==> src/rtl/demux3_reg_pkg.sv <==
// demux3_reg_pkg: select encoding shared by the 3:1 mux and 1:3 demux, plus select decode
package demux3_reg_pkg;
    localparam logic [1:0] SEL_CH0 = 2'b00;
    localparam logic [1:0] SEL_CH1 = 2'b01;
    localparam logic [1:0] SEL_CH2 = 2'b10;
    // s=11 aliases channel 2; the encoding constants double as channel indices
    function automatic logic [1:0] sel_to_ch(input logic [1:0] sel);
        return sel[1] ? SEL_CH2 : sel[0] ? SEL_CH1 : SEL_CH0;
    endfunction
endpackage

==> src/rtl/demux3_reg_slot.sv <==
// demux_slot: one-entry holding register with valid/ready handshake and transfer counter
// ports: load (write din this edge), ready_out (consumer ready), valid/dout (held word),
//        cnt (completed drains, wraps), can_load (slot can take a word this edge)
module demux_slot #(
    parameter int WIDTH = 8,
    parameter int CNT_W = 8
) (
    input  logic             clk,
    input  logic             reset,
    input  logic             load,
    input  logic [WIDTH-1:0] din,
    input  logic             ready_out,
    output logic             valid,
    output logic [WIDTH-1:0] dout,
    output logic [CNT_W-1:0] cnt,
    output logic             can_load
);
    logic             full_q, full_d, drain;
    logic [WIDTH-1:0] data_q, data_d;
    logic [CNT_W-1:0] cnt_q, cnt_d;
    always_comb begin
        drain  = full_q && ready_out;
        // a load in the same cycle as a drain keeps the slot full
        full_d = load || (full_q && !ready_out);
        data_d = load ? din : data_q;
        cnt_d  = cnt_q + CNT_W'(drain);
    end
    always_ff @(posedge clk) begin
        if (reset) begin
            full_q <= 1'b0;
            data_q <= '0;
            cnt_q  <= '0;
        end else begin
            full_q <= full_d;
            data_q <= data_d;
            cnt_q  <= cnt_d;
        end
    end
    assign can_load = !full_q || ready_out;
    assign valid    = full_q;
    assign dout     = data_q;
    assign cnt      = cnt_q;
endmodule

==> src/rtl/demux3_reg.sv <==
// demux3_reg: registered 1:3 demultiplexer with per-channel valid/ready holding slots
// ports: d/s/in_valid/in_ready producer side; y_k/v_k/r_k consumer side per channel;
//        cnt_k completed transfers per channel
module demux3_reg
    import demux3_reg_pkg::*;
#(
    parameter int WIDTH = 8,
    parameter int CNT_W = 8
) (
    input  logic             clk,
    input  logic             reset,
    input  logic [WIDTH-1:0] d,
    input  logic [1:0]       s,
    input  logic             in_valid,
    output logic             in_ready,
    output logic [WIDTH-1:0] y0,
    output logic [WIDTH-1:0] y1,
    output logic [WIDTH-1:0] y2,
    output logic             v0,
    output logic             v1,
    output logic             v2,
    input  logic             r0,
    input  logic             r1,
    input  logic             r2,
    output logic [CNT_W-1:0] cnt0,
    output logic [CNT_W-1:0] cnt1,
    output logic [CNT_W-1:0] cnt2
);
    logic [1:0]       tgt;
    logic [2:0]       can_load, load, r, v;
    logic [WIDTH-1:0] y   [3];
    logic [CNT_W-1:0] cnt [3];
    assign r = {r2, r1, r0};
    // in_ready looks only at the targeted slot so stalled channels never block others
    always_comb begin
        tgt      = sel_to_ch(s);
        in_ready = (tgt == 2'd2) ? can_load[2] : (tgt == 2'd1) ? can_load[1] : can_load[0];
        load     = {3{in_valid && in_ready}} & (3'b001 << tgt);
    end
    for (genvar i = 0; i < 3; i++) begin : g_slot
        demux_slot #(.WIDTH(WIDTH), .CNT_W(CNT_W)) u_slot (
            .clk      (clk),
            .reset    (reset),
            .load     (load[i]),
            .din      (d),
            .ready_out(r[i]),
            .valid    (v[i]),
            .dout     (y[i]),
            .cnt      (cnt[i]),
            .can_load (can_load[i])
        );
    end
    assign {v2, v1, v0} = v;
    assign y0   = y[0];
    assign y1   = y[1];
    assign y2   = y[2];
    assign cnt0 = cnt[0];
    assign cnt1 = cnt[1];
    assign cnt2 = cnt[2];
endmodule

==> config.mk <==
export PLATFORM = sky130hd
export DESIGN_NAME = demux3_reg
export DESIGN_NICKNAME = d
export VERILOG_FILES = /design/src/rtl/demux3_reg_pkg.sv /design/src/rtl/demux3_reg_slot.sv /design/src/rtl/demux3_reg.sv
export SDC_FILE = /design/constraint.sdc
export NUM_CORES = 1
export LEC_CHECK = 0
export CAP_MARGIN = 20
export CORE_AREA = 5 5 87 69
export DETAILED_ROUTE_END_ITERATION = 12
export DIE_AREA = 0 0 92 74
export PLACE_DENSITY = 0.77
export SLEW_MARGIN = 20
export SYNTH_ARGS = -nofsm -noshare
export SYNTH_HDL_FRONTEND = slang
export SYNTH_HIERARCHICAL = 1
export SYNTH_SLANG_ARGS = --single-unit
==> constraint.sdc <==
create_clock -name clk -period 1.8 [get_ports clk]
set_input_delay 0.27 -clock clk [delete_from_list [all_inputs] [get_ports clk]]
set_output_delay 0.27 -clock clk [all_outputs]
set_load 0.02 [all_outputs]
==> impl_metrics.json, run 1 <==
{
  "synth_top_cell_area_share_pct": 51.9,
  "number_of_input_and_output_port_buffers_inserted": 67,
  "finalHoldViolations": 0,
  "finish.instance_area_um2": 2910,
  "final_nets": 299,
  "clk-insertion-delay-late_ns": 0.30,
  "worst_hold_slack_ns": 0.372,
  "clock-skew-final_ns": 0.00741,
  "synth_top_family_by_area": "simple AND/OR/NAND/NOR gates",
  "antenna_violations_before_repair": 0,
  "drt_pass1_iterations": 4,
  "max-vdd-ir-drop_v": 0.000446,
  "post_route_cells_drive_above_1_share_pct": 9.03,
  "maxCapViolations": 0,
  "antennaDiodeCount": 0,
  "layout_setup_ws_ns": 0.151,
  "clkSinkCount": 51,
  "timing.final.crit_share_pct": 91.6,
  "crit_slowest_cell": "sky130_fd_sc_hd__clkdlybuf4s50_1",
  "worst_slew_margin_rel_pct": 72.3,
  "tritoncts.num_buffers": 5,
  "critical_path_arrival_ns": 1.38,
  "synth_compound_gate_area_share_pct": 5.60,
  "total_number_of_h_tree_levels": 2,
  "gpl.final_weighted_congestion": 0.767,
  "critical_path.max_stage_delay_ns": 0.65,
  "area_share_of_xor_xnor_cells_in_the_synthesized_design_pct": 4.01,
  "hold_path_class": "in2reg",
  "synth.distinct_cells": 23,
  "setup.worst_path.class": "reg2out",
  "first_global_vias": 1643,
  "report.final.slew_viol_count": 0,
  "powerDensity_nw_per_um2": 750,
  "number_of_setup_violations_in_the_final_report": 0,
  "yosys.area_share.adder_pct": 3.82,
  "asyncSetResetFlopFracSynth_pct": 0,
  "wire_length_of_the_first_global_routing_pass_mm": 8.03,
  "remaining_drc_errors": 0,
  "cts_hold_repair.buffers": 0,
  "synth_area_per_cell_um2": 9.79,
  "synthMuxAreaShare_pct": 12.7,
  "synth_sequential_area_ratio_pct": 51.9,
  "initial_utilization_pct": 38.4,
  "drt-initial-drc-count": 74,
  "postPlaceCellArea_um2": 2810,
  "path_buf_inv": 1,
  "ys.flop_type": "sky130_fd_sc_hd__dfxtp_1",
  "timing.critical_path.max_delay_family": "buffers and inverters",
  "die_h_um": 74,
  "ys_ff_latch": 51,
  "num_rows": 23,
  "tritoncts": "yes",
  "cp-end-kind": "primary output",
  "globalRouteTotalUtil_pct": 15.1,
  "clock_period_minus_worst_slack_ns": 1.65,
  "dpl.hpwl_mm": 3.58,
  "tightestPinTransition_ns": 0.415,
  "path_cells": "clkdlybuf4s50_1",
  "design.core.area_um2": 5120,
  "mappedNetlistArea_um2": 1970,
  "synth_fp_nets": 223,
  "grt_overflow_total": 0,
  "synthesis.instances": 201,
  "synthDominantAreaCellType": "sky130_fd_sc_hd__dfxtp_1",
  "netlist_top_cells_area": "sky130_fd_sc_hd__dfxtp_1, sky130_fd_sc_hd__mux2i_1, sky130_fd_sc_hd__nor2_1",
  "synth_warnings": 6,
  "crit_path_max_fanout": 5,
  "wl_per_cell_um": 14.1,
  "die_area_um2": 6810,
  "layout.cells.most_common_list": "sky130_fd_sc_hd__clkdlybuf4s50_1, sky130_fd_sc_hd__dfxtp_1, sky130_fd_sc_hd__nor2_1, sky130_fd_sc_hd__mux2i_1, sky130_fd_sc_hd__a21oi_1",
  "antenna_violating_nets_post_route": 0,
  "nFillCells": 475,
  "worstSetupStartpointType": "flip-flop",
  "number_of_flops_mapped_to_enable_cells_by_yosys": 0,
  "endpoint_required_time_on_the_critical_path_ns": 1.53,
  "static_leakage_power_uw": 0.00108,
  "cts.clk_slew.worst_paths_ns": 0.09,
  "cts.root.buffer_cell": "sky130_fd_sc_hd__clkbuf_8",
  "die_width_um": 92,
  "vias_per_cell": 4.88,
  "fraction_of_the_mapped_netlist_area_in_simple_logic_gates_pct": 18.9,
  "pre_cts_ws_ns": -0.182,
  "num_vias": 1653,
  "layout-area-overhead-vs-synth_pct": 47.8,
  "count_of_boundary_i_o_pins": 68,
  "timing.fmax_mhz": 606,
  "status": "complete, no violations",
  "wl_mm": 4.78,
  "mostFrequentLayoutCell": "sky130_fd_sc_hd__clkdlybuf4s50_1",
  "cts.path.max_buffers": 2,
  "grt_max_degree": 33,
  "grt_setup_unrepaired": "no"
}
kinds of logic after synthesis:
logic type / after synthesis
AO/OA/AOI/OAI: 22
XOR/XNOR: 9
adder cells (fa/ha/maj): 6
buffers and inverters: 15
flip-flops: 51
multiplexers: 25
AND/OR/NAND/NOR: 73
stage by stage:
stage          power (uW)  setup TNS [ns]  utilization, %  std cells
2_1_floorplan        1300               0               -        201
3_3_place_gp         1430          -0.406            54.8        332
3_5_place_dp         1430          -0.602            54.8        332
4_1_cts              2220               0            56.8        339
5_1_grt              2280               0            56.7        339
6_report             2180               0            56.7        339
metal layers:
layer  wire (um)  GRT usage, %  up-vias
met5           0             0        -
met1        2040          17.7      767
met3         435          6.47        7
met4          62          5.44        0
met2        2240          25.1       50
li1            -             -      829
area by class of cell:
class	count	area [um2]	share of cell area (%)
repair buffers	78	793	27.3
clock inverters	2	37.5	1.29
multi-input cells	135	886	30.5
flip-flops and latches	51	1020	35.1
well taps	62	77.6	2.67
inverters	6	22.5	0.775
clock buffers	5	68.8	2.37
flip-flops by register name, summed over array words and instances (netlist names):
register             cells
g_slot.u_slot/cnt       24
g_slot.u_slot/dout      24
g_slot.u_slot/valid      3
worst paths after layout:
path                                 from                        to  slack [ns]  depth (start not counted)
setup reg to reg   g_slot[2].u_slot/valid   g_slot[2].u_slot/cnt[6]        0.24                          6
setup / recovery  g_slot[1].u_slot/cnt[4]                   cnt1[4]        0.15                          1
hold reg to reg   g_slot[1].u_slot/cnt[7]   g_slot[1].u_slot/cnt[7]        0.49                          2
hold / removal                      reset  g_slot[0].u_slot/dout[5]        0.37                          2
Yosys cell counts, types with 3 or more instances:
cell / n
sky130_fd_sc_hd__dfxtp_1: 51
sky130_fd_sc_hd__nor2_1: 33
sky130_fd_sc_hd__mux2i_1: 25
sky130_fd_sc_hd__a21oi_1: 12
sky130_fd_sc_hd__o21ai_0: 9
sky130_fd_sc_hd__or3_1: 9
sky130_fd_sc_hd__clkbuf_1: 6
sky130_fd_sc_hd__ha_1: 6
sky130_fd_sc_hd__inv_1: 6
sky130_fd_sc_hd__nand3_1: 6
sky130_fd_sc_hd__nor2b_1: 6
sky130_fd_sc_hd__xnor2_1: 6
sky130_fd_sc_hd__nand2_1: 4
sky130_fd_sc_hd__and2_1: 3
sky130_fd_sc_hd__and3_2: 3
sky130_fd_sc_hd__buf_2: 3
sky130_fd_sc_hd__nand2b_1: 3
sky130_fd_sc_hd__nand4_1: 3
sky130_fd_sc_hd__xor2_1: 3
what timing repair did:
item | in CTS | in global routing
setup endpoints to repair | 1 | 1
setup buffers | 0 | 0
cloned | 0 | 0
gates resized for setup | 1 | 2
power breakdown:
part / internal, uW / switching [uW]
Clock: 406 / 368
Sequential: 1150 / 15.0
Combinational: 122 / 113
Note: power is estimated with default switching activity, not from simulation.
==> run 2, diff against run 1 <==
--- a/config.mk
+++ b/config.mk
@@ -6,10 +6,10 @@
 export NUM_CORES = 1
 export LEC_CHECK = 0
 export CAP_MARGIN = 20
-export CORE_AREA = 5 5 87 69
+export CORE_AREA = 5 5 77 79
 export DETAILED_ROUTE_END_ITERATION = 12
-export DIE_AREA = 0 0 92 74
-export PLACE_DENSITY = 0.77
+export DIE_AREA = 0 0 82 84
+export PLACE_DENSITY = 0.76
 export SLEW_MARGIN = 20
 export SYNTH_ARGS = -nofsm -noshare
 export SYNTH_HDL_FRONTEND = slang
==> impl_metrics.json, run 2 (same netlist as run 1, synthesis figures left out) <==
{
  "status": "complete, no violations",
  "drt-initial-drc-count": 35,
  "cts.path.max_buffers": 2,
  "max-vdd-ir-drop_v": 0.000525,
  "tritoncts": "yes",
  "cts.root.buffer_cell": "sky130_fd_sc_hd__clkbuf_8",
  "timing.final.crit_share_pct": 90.6,
  "timing.fmax_mhz": 613,
  "crit_path_max_fanout": 3,
  "clk-insertion-delay-late_ns": 0.31,
  "die_h_um": 84,
  "path_buf_inv": 2,
  "busiest_layer": "met2",
  "layout-area-overhead-vs-synth_pct": 48.5,
  "antennaDiodeCount": 0,
  "use_met3_pct": 4.97,
  "first_global_vias": 1560,
  "grt_setup_unrepaired": "no",
  "endpoint_required_time_on_the_critical_path_ns": 1.53,
  "antenna_violations_before_repair": 0,
  "rr_worst_depth": 6,
  "min_delay_worst_endpoint": "g_slot[1].u_slot/dout[5]",
  "number_of_input_and_output_port_buffers_inserted": 67,
  "fin_cells": 353,
  "finalHoldViolations": 0,
  "antenna_violating_nets_post_route": 0,
  "count_of_boundary_i_o_pins": 68,
  "gpl.final_weighted_congestion": 0.751,
  "finalPower_uw": 2090,
  "grt_overflow_total": 0,
  "worstReg2RegStart": "g_slot[2].u_slot/valid",
  "timing.critical_path.max_delay_family": "buffers and inverters",
  "design.core.area_um2": 5270,
  "remaining_drc_errors": 0,
  "cp-end-kind": "primary output",
  "hold_path_class": "in2reg",
  "clock_period_minus_worst_slack_ns": 1.63,
  "tritoncts.num_buffers": 5,
  "critical_path.max_stage_delay_ns": 0.41,
  "mostFrequentLayoutCell": "sky130_fd_sc_hd__clkdlybuf4s50_1",
  "final_nets": 302,
  "crit_slowest_cell": "sky130_fd_sc_hd__clkdlybuf4s50_1",
  "report.final.slew_viol_count": 0,
  "cts.clk_slew.worst_paths_ns": 0.11,
  "globalRouteTotalUtil_pct": 13.7,
  "number_of_setup_violations_in_the_final_report": 0,
  "layout.cells.most_common_list": "sky130_fd_sc_hd__clkdlybuf4s50_1, sky130_fd_sc_hd__dfxtp_1, sky130_fd_sc_hd__nor2_1, sky130_fd_sc_hd__mux2i_1, sky130_fd_sc_hd__a21oi_1",
  "postCtsSetupBuffers": 0,
  "grt_util_met1_pct": 17.8,
  "clkSinkCount": 51,
  "worstReg2RegEnd": "g_slot[2].u_slot/cnt[7]",
  "wl_mm": 4.46,
  "num_vias": 1619,
  "placed_instances": 345,
  "fin_util_pct": 55.4,
  "worst_slew_margin_rel_pct": 71.5,
  "powerDensity_nw_per_um2": 715,
  "post_route_cells_drive_above_1_share_pct": 10.7,
  "clock-skew-final_ns": 0.0133,
  "grt_max_degree": 31,
  "initial_utilization_pct": 37.3,
  "setup.worst_path.class": "in2out",
  "total_number_of_h_tree_levels": 2,
  "die_width_um": 82,
  "hold_path.startpoint": "reset",
  "drt_pass1_iterations": 4,
  "critical_path_arrival_ns": 1.36,
  "die_area_um2": 6890,
  "cells_on_worst_hold_path": 2,
  "worst-r2r-setup-slack_ns": 0.25,
  "wire_length_of_the_first_global_routing_pass_mm": 7.41,
  "tightestPinTransition_ns": 0.427,
  "grt_use_met2_pct": 21.3,
  "vias_per_cell": 4.59,
  "worstSetupStartpointType": "input pin",
  "path_cells": "clkdlybuf4s50_1 -> nand2b_1 -> mux2i_2 -> o21ai_1 -> clkbuf_2",
  "dpl.hpwl_mm": 3.28,
  "static_leakage_power_uw": 0.00108,
  "maxCapViolations": 0,
  "wl_per_cell_um": 12.6,
  "num_rows": 27
}
run 2: how the worst max path moves through the flow:
stage | start | end | slack (ns) | cells after the start
5_1_grt | r1 | g_slot[1].u_slot/cnt[7] | 0.08 | 7
3_5_place_dp | r1 | in_ready | -0.27 | 5
2_1_floorplan | g_slot[2].u_slot/valid | g_slot[2].u_slot/cnt[6] | 0.21 | 6
3_3_place_gp | r1 | in_ready | -0.23 | 5
6_report | r0 | in_ready | 0.17 | 5
4_1_cts | r0 | in_ready | 0.006 | 5
run 2: what timing repair did:
item / 4_1_cts / 5_1_grt
pin swaps: 0 / 0
hold buffers: 0 / 0
resized for setup: 2 / 2
setup endpoints to repair: 1 / 1
run 2: through the flow:
stage          setup TNS, ns  worst slack, ns  instance area [um2]  hold WS, ns
2_1_floorplan              0            0.207                 1970        0.417
3_3_place_gp          -0.676           -0.229                 2830        0.466
3_5_place_dp          -0.882           -0.265                 2830        0.478
4_1_cts                    0          0.00596                 2930        0.370
5_1_grt                    0           0.0815                 2920        0.374
6_report                   0            0.169                 2920        0.371
run 2: per-layer routing:
metal	routed length [um]	vias to the layer above
met4	41	0
met2	2050	46
met3	306	4
met1	2070	736
li1	-	833
met5	0	-
run 2: report_power, final:
| part | switching, uW | leakage (uW) | total [uW] | internal [uW] |
|---|---|---|---|---|
| Sequential | 14.5 | 0.000413 | 1170 | 1150 |
| Combinational | 113 | 0.000622 | 237 | 124 |
| Clock | 396 | 0.0000491 | 682 | 287 |
| Total | 523 | 0.00108 | 2090 | 1560 |
run 2: final cells by class:
class | instances | area, um2
well taps | 72 | 90.1
clock inverters | 3 | 26.3
repair buffers | 81 | 803
fillers | 483 | 2350
flip-flops and latches | 51 | 1020
inverters | 6 | 22.5
clock buffers | 5 | 68.8
multi-input cells | 135 | 890
==> run 3, diff against run 2 <==
--- a/config.mk
+++ b/config.mk
@@ -6,9 +6,9 @@
 export NUM_CORES = 1
 export LEC_CHECK = 0
 export CAP_MARGIN = 20
-export CORE_AREA = 5 5 77 79
+export CORE_AREA = 2 2 74 76
 export DETAILED_ROUTE_END_ITERATION = 12
-export DIE_AREA = 0 0 82 84
+export DIE_AREA = 0 0 76 78
 export PLACE_DENSITY = 0.76
 export SLEW_MARGIN = 20
 export SYNTH_ARGS = -nofsm -noshare
==> impl_metrics.json, run 3 (same netlist as run 1, synthesis figures left out) <==
{
  "maxCapViolations": 0,
  "dpl.hpwl_mm": 2.94,
  "status": "complete, no violations",
  "total_number_of_h_tree_levels": 2,
  "crit_slowest_cell": "sky130_fd_sc_hd__clkdlybuf4s50_1",
  "tightestPinTransition_ns": 0.518,
  "gpl.final_weighted_congestion": 0.720,
  "post_route_cells_drive_above_1_share_pct": 8.30,
  "static_leakage_power_uw": 0.00107,
  "layout.cells.most_common_list": "sky130_fd_sc_hd__clkdlybuf4s50_1, sky130_fd_sc_hd__dfxtp_1, sky130_fd_sc_hd__nor2_1, sky130_fd_sc_hd__mux2i_1, sky130_fd_sc_hd__a21oi_1",
  "tritoncts": "yes",
  "die_h_um": 78,
  "max-vdd-ir-drop_v": 0.000504,
  "hold_path_class": "reg2reg",
  "cts.path.max_buffers": 2,
  "wl_per_cell_um": 11.9,
  "num_vias": 1609,
  "drt_pass1_iterations": 4,
  "critical_path.max_stage_delay_ns": 0.47,
  "wire_length_of_the_first_global_routing_pass_mm": 7.02,
  "die_area_um2": 5930,
  "layout-area-overhead-vs-synth_pct": 46.9,
  "design.core.area_um2": 5040,
  "top_layer_in_use": "met4",
  "cp-end-kind": "primary output",
  "wl_met1_mm": 1.90,
  "setup_tns_ns": 0,
  "worst-r2r-setup-slack_ns": 0.26,
  "drt-initial-drc-count": 34,
  "clk-insertion-delay-late_ns": 0.30,
  "layout_setup_ws_ns": 0.0850,
  "timing.final.crit_share_pct": 95.3,
  "antenna_violating_nets_post_route": 0,
  "worst_slew_margin_rel_pct": 65.5,
  "path_cells": "clkdlybuf4s50_1 -> nand2b_1 -> mux2i_1 -> o21ai_1 -> clkdlybuf4s15_1",
  "initial_utilization_pct": 39.0,
  "crit_path_max_fanout": 3,
  "die_width_um": 76,
  "vias_per_cell": 4.64,
  "first_global_vias": 1550,
  "worstSetupStartpointType": "input pin",
  "report.final.slew_viol_count": 0,
  "postPlaceCellArea_um2": 2760,
  "wl_met2_mm": 1.77,
  "tritoncts.num_buffers": 5,
  "postCtsSetupBuffers": 0,
  "pre_cts_ws_ns": -0.195,
  "endpoint_required_time_on_the_critical_path_ns": 1.53,
  "cts.root.buffer_cell": "sky130_fd_sc_hd__clkbuf_8",
  "route.met3.wl_um": 402,
  "nFillCells": 445,
  "timing.fmax_mhz": 583,
  "finish.instance_area_um2": 2890,
  "number_of_setup_violations_in_the_final_report": 0,
  "final_nets": 298,
  "number_of_input_and_output_port_buffers_inserted": 67,
  "remaining_drc_errors": 0,
  "globalRouteTotalUtil_pct": 14.7,
  "num_rows": 26,
  "cts.clk_slew.worst_paths_ns": 0.08,
  "powerDensity_nw_per_um2": 802,
  "mostFrequentLayoutCell": "sky130_fd_sc_hd__clkdlybuf4s50_1",
  "clkSinkCount": 51,
  "clock_period_minus_worst_slack_ns": 1.72,
  "grt_setup_unrepaired": "no",
  "antenna_violations_before_repair": 0,
  "critical_path_arrival_ns": 1.45,
  "clock-skew-final_ns": 0.00926,
  "antennaDiodeCount": 0,
  "grt_max_degree": 52,
  "finalHoldViolations": 0,
  "setup.worst_path.class": "in2out",
  "wl_mm": 4.13,
  "grt_overflow_total": 0,
  "count_of_boundary_i_o_pins": 68
}
## run 3: worst max-delay path, delay by kind of cell
family          cells  cell delay (ns)
compound gates      1             0.12
mux                 1             0.09
simple gates        1             0.15
buf+inv             2             0.81
## run 3: per-stage QoR
step	utilization (%)	hold slack (ns)	power, uW	instances
detailed placement	54.7	0.482	1420	339
floorplan	-	0.417	1300	201
global placement	54.7	0.469	1420	339
finish	57.3	0.489	2320	347
global route	57.3	0.538	2410	347
CTS	57.3	0.495	2350	347
## run 3: per-layer routing
metal  GRT usage (%)  up-vias
met5               0        -
met4            5.45        0
met3            6.74        6
met2            22.9       48
met1            17.8      731
li1                -      824
## run 3: final timing paths
path,from,to,cells after the start
max,r1,in_ready,5
min,g_slot[0].u_slot/cnt[7],g_slot[0].u_slot/cnt[7],2
max reg2reg,g_slot[0].u_slot/valid,g_slot[0].u_slot/cnt[6],6
min reg2reg,g_slot[0].u_slot/cnt[7],g_slot[0].u_slot/cnt[7],2
## run 3: cell type report
cell class | instances | area, um2 | share of cell area (%)
clock buffers | 6 | 72.6 | 2.51
clock inverters | 2 | 60.1 | 2.08
inverters | 6 | 22.5 | 0.779
multi-input cells | 135 | 886 | 30.6
flip-flops and latches | 51 | 1020 | 35.3
well taps | 70 | 87.6 | 3.03
repair buffers | 77 | 741 | 25.6
## run 3: repair_timing
action	in CTS	in global routing
setup endpoints to repair	1	1
resized for setup	1	1
hold buffers	0	0
## run 3: power by group
| part | switching (uW) | leakage [uW] | internal [uW] | total (uW) |
|---|---|---|---|---|
| clock network | 372 | 0.0000654 | 556 | 927 |
| registers | 14.6 | 0.000413 | 1150 | 1170 |
| logic | 107 | 0.000596 | 114 | 222 |
